--- config.mk ---
export PLATFORM = sky130hd
export DESIGN_NAME = regfile_write_arbiter
export DESIGN_NICKNAME = d
export VERILOG_FILES = /design/src/rtl/regfile_write_arbiter.sv
export SDC_FILE = /design/constraint.sdc
export NUM_CORES = 1
export LEC_CHECK = 0
export ABC_AREA = 1
export BUFFER_PORTS_ARGS = -buffer_cell sky130_fd_sc_hd__clkbuf_2
export CAP_MARGIN = 20
export CORE_MARGIN = 5
export CORE_UTILIZATION = 40
export DETAILED_ROUTE_END_ITERATION = 6
export HOLD_SLACK_MARGIN = 0.06
export PLACE_DENSITY = 0.8
export SYNTH_ARGS = -nofsm -noshare
export SYNTH_HDL_FRONTEND = slang
export SYNTH_SLANG_ARGS = --single-unit
--- constraint.sdc ---
create_clock -name clk -period 1.62 [get_ports clk]
set_input_delay 0.162 -clock clk [delete_from_list [all_inputs] [get_ports clk]]
set_output_delay 0.162 -clock clk [all_outputs]
set_load 0.01 [all_outputs]
--- src/rtl/regfile_write_arbiter.sv ---
// rtl/regfile_write_arbiter.sv - round-robin arbiter sharing the regfile write port between two writeback requesters
module regfile_write_arbiter #(
    parameter int DATA_WIDTH = 64,
    parameter int ADDR_WIDTH = 5,
    parameter int ZERO_REG   = 31
) (
    input  logic                  clk,
    input  logic                  reset,
    input  logic                  req0_valid,
    input  logic [ADDR_WIDTH-1:0] req0_reg,
    input  logic [DATA_WIDTH-1:0] req0_data,
    output logic                  req0_ready,
    input  logic                  req1_valid,
    input  logic [ADDR_WIDTH-1:0] req1_reg,
    input  logic [DATA_WIDTH-1:0] req1_data,
    output logic                  req1_ready,
    output logic                  RegWrite,
    output logic [ADDR_WIDTH-1:0] WriteRegister,
    output logic [DATA_WIDTH-1:0] WriteData,
    output logic                  last_grant
);

    localparam logic [ADDR_WIDTH-1:0] ZERO_IDX = ADDR_WIDTH'(ZERO_REG);

    // Low for the reset cycles and the first cycle after release, so no
    // request is granted until the arbiter has seen one clean edge.
    logic active;

    logic grant0;
    logic grant1;

    // One-hot grant: a lone requester wins outright, a contest goes to the
    // index that did not win last time.
    always_comb begin
        grant0 = 1'b0;
        grant1 = 1'b0;
        if (active && !reset) begin
            if (req0_valid && req1_valid) begin
                if (last_grant) begin
                    grant0 = 1'b1;
                end else begin
                    grant1 = 1'b1;
                end
            end else if (req0_valid) begin
                grant0 = 1'b1;
            end else if (req1_valid) begin
                grant1 = 1'b1;
            end
        end
    end

    assign req0_ready = grant0;
    assign req1_ready = grant1;

    // Register the accepted write; zero-register writes are consumed but
    // never raise the write enable. Idle cycles hold index/data/pointer.
    always_ff @(posedge clk) begin
        if (reset) begin
            active        <= 1'b0;
            RegWrite      <= 1'b0;
            WriteRegister <= '0;
            WriteData     <= '0;
            last_grant    <= 1'b1;
        end else begin
            active   <= 1'b1;
            RegWrite <= 1'b0;
            if (grant0) begin
                WriteRegister <= req0_reg;
                WriteData     <= req0_data;
                RegWrite      <= (req0_reg != ZERO_IDX);
                last_grant    <= 1'b0;
            end else if (grant1) begin
                WriteRegister <= req1_reg;
                WriteData     <= req1_data;
                RegWrite      <= (req1_reg != ZERO_IDX);
                last_grant    <= 1'b1;
            end
        end
    end

endmodule

### After elaboration in Yosys (flattened, before gate mapping)

Cells that the tools add are included.

* eq/ne operators: 2
* mux-type cells: 18
* reduce and logical (&&, ||, !) cells: 4

Operators by type and width (count)
* $mux 64: 2
* $mux 1: 14
* $mux 5: 2
* $ne 5x5->1 const B: 2
* $logic_and 1x1->1: 2
* $reduce_bool 2->1: 1
* $logic_not 1->1: 1

* bits in registers: 72
* bits of input ports: 142
* output and inout port bits: 73
* word-level logic and storage cells: 29

### Logic depth before layout (Yosys ltp)

Gate-level depths: netlist of run 1.

* depth in word-level cells: 6
* mapped depth: 9
* mapped depth without buffers: 8

### Worst setup path before layout of run 1

OpenSTA, ideal clock, no wires.

* path kind: flip-flop to flip-flop
* start: register active
* end: register RegWrite
* library setup time: 0.059 ns
* data arrival time: 1.201 ns
* data required time: 1.561 ns
* path slack: 0.360 ns
* cell stages (with the launch flop): 8
* buffers on the path: 1
* clock period less this slack: 1.260 ns
* path through: dfxtp_1 inv_1 nor2_4 buf_4 nand2_1 a21oi_1 o21ai_0 nand2_1

* longest elaborated chain between the ends: 4
* elaborated cells on any way between the ends: 5
* those cells by class: mux (4); reduce/logical (1)

Ends and longest elaborated chain
* start: declaration: RTL line 27 `logic active;`
* start signal: assignment: RTL line 59 `active <= 1'b0;`
* start signal: assignment: RTL line 65 `active <= 1'b1;`
* $logic_and 1x1->1: RTL line 37 `if (active && !reset) begin`
* $mux 1: RTL line 37
* net req1_ready: RTL line 16 `output logic req1_ready,`
* $mux 1: RTL line 72 `end else if (grant1) begin`
* $mux 1: RTL line 67 `if (grant0) begin`
* end signal: assignment: RTL line 70 `RegWrite <= (req0_reg != ZERO_IDX);`
* end signal: assignment: RTL line 75 `RegWrite <= (req1_reg != ZERO_IDX);`
* end: declaration: RTL line 17 `output logic RegWrite,`

The timed path passes the listed nets, and every way through them passes these cells.
A chain may end at the register's enable or synchronous reset.

### Worst setup path after layout of run 1

* start: register last_grant
* end: output port req0_ready

* longest elaborated chain between the ends: 3

Ends and longest elaborated chain
* start: declaration: RTL line 20 `output logic last_grant`
* start signal: assignment: RTL line 63 `last_grant <= 1'b1;`
* start signal: assignment: RTL line 71 `last_grant <= 1'b0;`
* start signal: assignment: RTL line 76 `last_grant <= 1'b1;`
* $mux 1: RTL line 39 `if (last_grant) begin`
* $mux 1: RTL line 38 `if (req0_valid && req1_valid) begin`
* $mux 1: RTL line 37
* end: declaration: RTL line 12 `output logic req0_ready,`

Every way passes these cells.

==> impl_metrics.ini, run 1 <==
[synth]
yosys_warnings = 0
syn-cell-area_sq_um = 4367
synth_nets = 905
syn_avg_cell_area_sq_um = 5.723
synth-seq-cells = 72
ys_seq_area_share_pct = 33.01
yosysUniqueCellTypes = 14
synthCells = 763

[floorplan]
pin_count = 215
die_w_um = 114.5
row_count = 38
start_util_pct = 40.46
die-area_sq_um = 13110
die_y_um = 114.5
fp.coreArea_sq_um = 10790

[drt]
dr_total_vias = 4985
drtPass1Iterations = 6
wl_per_cell_um = 11.88
drt_iter0_markers = 398
drc = 0
postRouteAntennaNets = 0
viasPerCell = 4.528
wl_um = 13080

[placed_design]
dp_slack_ns = 0.2641
dp_hpwl_um = 9583
gp_congestion = 0.8577
placed_area_sq_um = 5577
io_buffers = 214
numPlacedInstances = 1085

[finish]
mostFrequentLayoutCells = nand2_1 (279), clkbuf_2 (214), inv_1 (212)
nNetsFinal = 1100
antenna_cells = 0
fillers = 1145
final_common_cell = nand2_1
layout.cells.non_filler = 1101
drive_gt1_share_pct = 26.43
final_area_sq_um = 5777
areaGrowthSynthToFinish_pct = 32.29
final_core_util_pct = 53.52

[pwr]
power_mw = 4.271
ir_drop_v = 0.0004487
power.density_nw_per_um2 = 739.3
p_leak_nw = 4.040

[status]
status = complete, no violations

[global_route]
grt_max_degree = 72
grt_pass1_wl_um = 21210
grt-ovfl-total = 0
grt_usage_pct = 19.78
antenna_found_initial = 0
grt_pass1_vias = 4479

[timing]
hold_violations = 0
tightest_slew_ns = 0.4546
fin_ws_ns = 0.1123
period_needed_ns = 1.508
finalCritPeriodShare_pct = 93.07
rsz0062_at_grt = yes
setup-violations-final = 0
whs_ns = 0.09603
finalMaxSlewViolations = 0
skew_ns = 0.009267
fmax_mhz = 663.3
maxSlewHeadroom_pct = 69.69
finalSetupTns_ns = 0

[clock_tree]
numCtsBuffers = 9
ctsHoldBuffers = 0
cts_root_buf = clkbuf_8
clk_latency_ns = 0.34
cts_max_level = 3
path_clk_slew_ns = 0.07
cts_tree = yes
cts.path.max_buffers = 2
clkSinkCount = 72

[setup_path]
cp.required_ns = 1.46
crit_fanout = 37
arrival_ns = 1.35
start_kind = register
crit_type = reg2out
end_kind = output port

[job]
drv_cap = 0

[worst_hold_path]
hold_path.class = in2reg
==> synth_stat cells (all sizes together) <==
master,instances,area share [%]
buf,32,3.7
inv,214,18
nand3,70,8.0
nor2,1,0.26
a21oi,2,0.23
nand2,280,24
o21ai,3,0.60
clkbuf,18,1.5
dfxtp,72,33
nand4,71,10
==> report_power, final <==
group	total [mW]	internal (mW)	switching [mW]
sequential	1.95	1.89	0.0587
clock	1.31	0.668	0.643
combinational	1.01	0.427	0.584
==> worst max-delay path: stages, from the launching register on <==
cell and delay, ns:
dfxtp_2 0.35, inv_1 0.05, nand2_2 0.09, nand3_4 0.10, buf_12 0.18, inv_1 0.08
clkbuf_2 0.13
==> timing repair <==
action                                  in CTS  in global routing
endpoints found under the setup margin       1                  2
pin swaps                                    1                  1
resized for setup                            0                  3
buffers inserted                             2                  0
==> final timing paths <==
kind                 startpoint             to  slack [ns]  cells past startpoint
setup / recovery     last_grant     req0_ready        0.11                      6
hold / removal    req1_data[51]  WriteData[51]         0.1                      5
setup reg to reg         active  WriteData[25]        0.20                      8
hold reg to reg      last_grant     last_grant        0.49                      2
==> logic make-up (layout without fill, tap and decap cells) <==
group,after synthesis,after routing,synth area share [%]
AO/OA/AOI/OAI,5,5,0.8311
flip-flops,72,72,33.01
AND/OR/NAND/NOR,422,422,42.52
buffers and inverters,264,462,23.64
==> registers in the layout, summed over array words and instances, names as in the netlist <==
| signal | cells |
|---|---|
| RegWrite | 1 |
| WriteRegister | 5 |
| WriteData | 64 |
| active | 1 |
| last_grant | 1 |
==> final cells by class <==
type / count / area, sq um / share of cell area, %
clock buffer: 14 / 172.7 / 2.989
multi-input combinational: 427 / 1912 / 33.10
timing repair buffer: 234 / 1271 / 22.01
sequential: 72 / 1443 / 24.97
tap: 140 / 175.2 / 3.032
inverter: 214 / 803.3 / 13.91
==> routing by layer <==
| metal | wire length (um) | track usage, % |
|---|---|---|
| met5 | 0 | 0 |
| met4 | 340 | 8.789 |
| met3 | 945 | 4.281 |
| met2 | 6343 | 33.26 |
| met1 | 5452 | 24.15 |
No activity file was read; power rests on OpenSTA's default activity.
==> run 2, diff against run 1 <==
RECOVER_POWER = 50   (was not set)
==> run 2 against run 1 <==
  * Routed wire length grew 1.1%
  * Final cell count is the same
  * Clock power is essentially flat
  * Global-route usage is the same
  * Setup slack lost 0.0049 ns
  * First-iteration DRC count shrank 10%
  * Critical path type unchanged
  * Largest cell class unchanged
  * Largest power group unchanged
==> impl_metrics.ini, run 2 (synthesis results as in run 1) <==
[status]
status = complete, no violations

[finish]
drive_gt1_share_pct = 19.15
final_common_cell = nand2_1
mostFrequentLayoutCells = nand2_1 (279), inv_1 (212), clkbuf_2 (144)
multiInputGateArea_sq_um = 1912
largest_reg_flops = 64
layout.cells.non_filler = 1101
regArea_sq_um = 1443
reg.largest.list = WriteData x64, WriteRegister x5
top_register = WriteData
fillers = 1180
nNetsFinal = 1100
areaGrowthSynthToFinish_pct = 29.94
antenna_cells = 0

[drt]
wl_um = 13220
dr_total_vias = 4911
postRouteAntennaNets = 0
viasPerCell = 4.460
drt_iter0_markers = 357
wl_per_cell_um = 12.01
drtPass1Iterations = 5
drc = 0

[global_route]
grt_pass1_wl_um = 21210
grt_usage_pct = 19.78
grt_pass1_vias = 4479
grt-ovfl-total = 0
antenna_found_initial = 0
grt_max_degree = 72

[floorplan]
die_y_um = 114.5
die-area_sq_um = 13110
pin_count = 215
start_util_pct = 40.46
die_w_um = 114.5
fp.coreArea_sq_um = 10790
row_count = 38

[placed_design]
io_buffers = 214
numPlacedInstances = 1085
dp_slack_ns = 0.2641
dp_hpwl_um = 9583
gp_congestion = 0.8577

[setup_path]
crit_chain = inv_1, nand2_2, nand3_4, buf_12, inv_1, clkbuf_2
slowest_delay_ns = 0.36
cp.required_ns = 1.46
crit_type = reg2out
crit_fanout = 37
slowest_stage = dfxtp_2
start_kind = register
r2r-start = active
path_common_cell = inv_1
arrival_ns = 1.35
end_kind = output port
crit_path_start = last_grant

[worst_hold_path]
hold_path.class = in2reg
min_from = req1_data[51]

[pwr]
ir_drop_v = 0.0004430
power_mw = 4.241
power.density_nw_per_um2 = 747.5
p_leak_nw = 3.801

[clock_tree]
cts_max_level = 3
cts_tree = yes
cts.path.max_buffers = 2
numCtsBuffers = 9
cts_root_buf = clkbuf_8
path_clk_slew_ns = 0.08
clkSinkCount = 72
clk_latency_ns = 0.34

[timing]
hold_violations = 0
finalCritPeriodShare_pct = 93.37
skew_ns = 0.01022
finalSetupTns_ns = 0
fmax_mhz = 661.1
whs_ns = 0.09499
maxSlewHeadroom_pct = 13.06
fin_ws_ns = 0.1074
finalMaxSlewViolations = 0
period_needed_ns = 1.513
tightest_slew_ns = 1.304
rsz0062_at_grt = yes
setup-violations-final = 0

[job]
drv_cap = 0
-- run 2: layer usage --
layer	global-route usage (%)	part of all wire (%)	vias to the layer above
li1	-	-	2642
met1	24.15	43	2093
met2	33.26	48	155
met3	4.281	6.7	21
met4	8.789	2.2	0
met5	0	0	-
-- run 2: where the power goes --
part           switching [mW]  internal (mW)
Clock                   0.645          0.668
Combinational           0.586          0.394
Sequential             0.0581           1.89
-- run 2: timing repair --
action,in CTS,in global routing
resized for setup,0,3
setup endpoints to repair,1,2
hold buffers,0,0
pin swaps,1,1
setup buffers,2,0
-- run 2: final cells by class --
class	count	area share [%]
Multi-Input combinational cell	427	33.69
Clock buffer	14	3.043
Tap cell	140	3.087
Inverter	214	14.16
Timing Repair Buffer	234	20.60
Sequential cell	72	25.42
-- run 2: critical path, delay by kind of cell, from the launching register on --
kind,cells,cell delay (ns)
flops,1,0.36
simple gates,2,0.20
buf+inv,4,0.44
-- run 2: stage by stage --
| stage | instance area (sq um) | util (%) |
|---|---|---|
| floorplan | 4367 | - |
| global placement | 5577 | 51.67 |
| detailed placement | 5577 | 51.67 |
| CTS | 5764 | 53.41 |
| global route | 5674 | 52.57 |
| finish | 5674 | 52.57 |
-- run 2: worst paths after layout --
check        slack, ns  cells past startpoint             to
min               0.09                      5  WriteData[51]
min reg2reg       0.49                      2     last_grant
max               0.11                      6     req0_ready
max reg2reg       0.20                      8  WriteData[25]
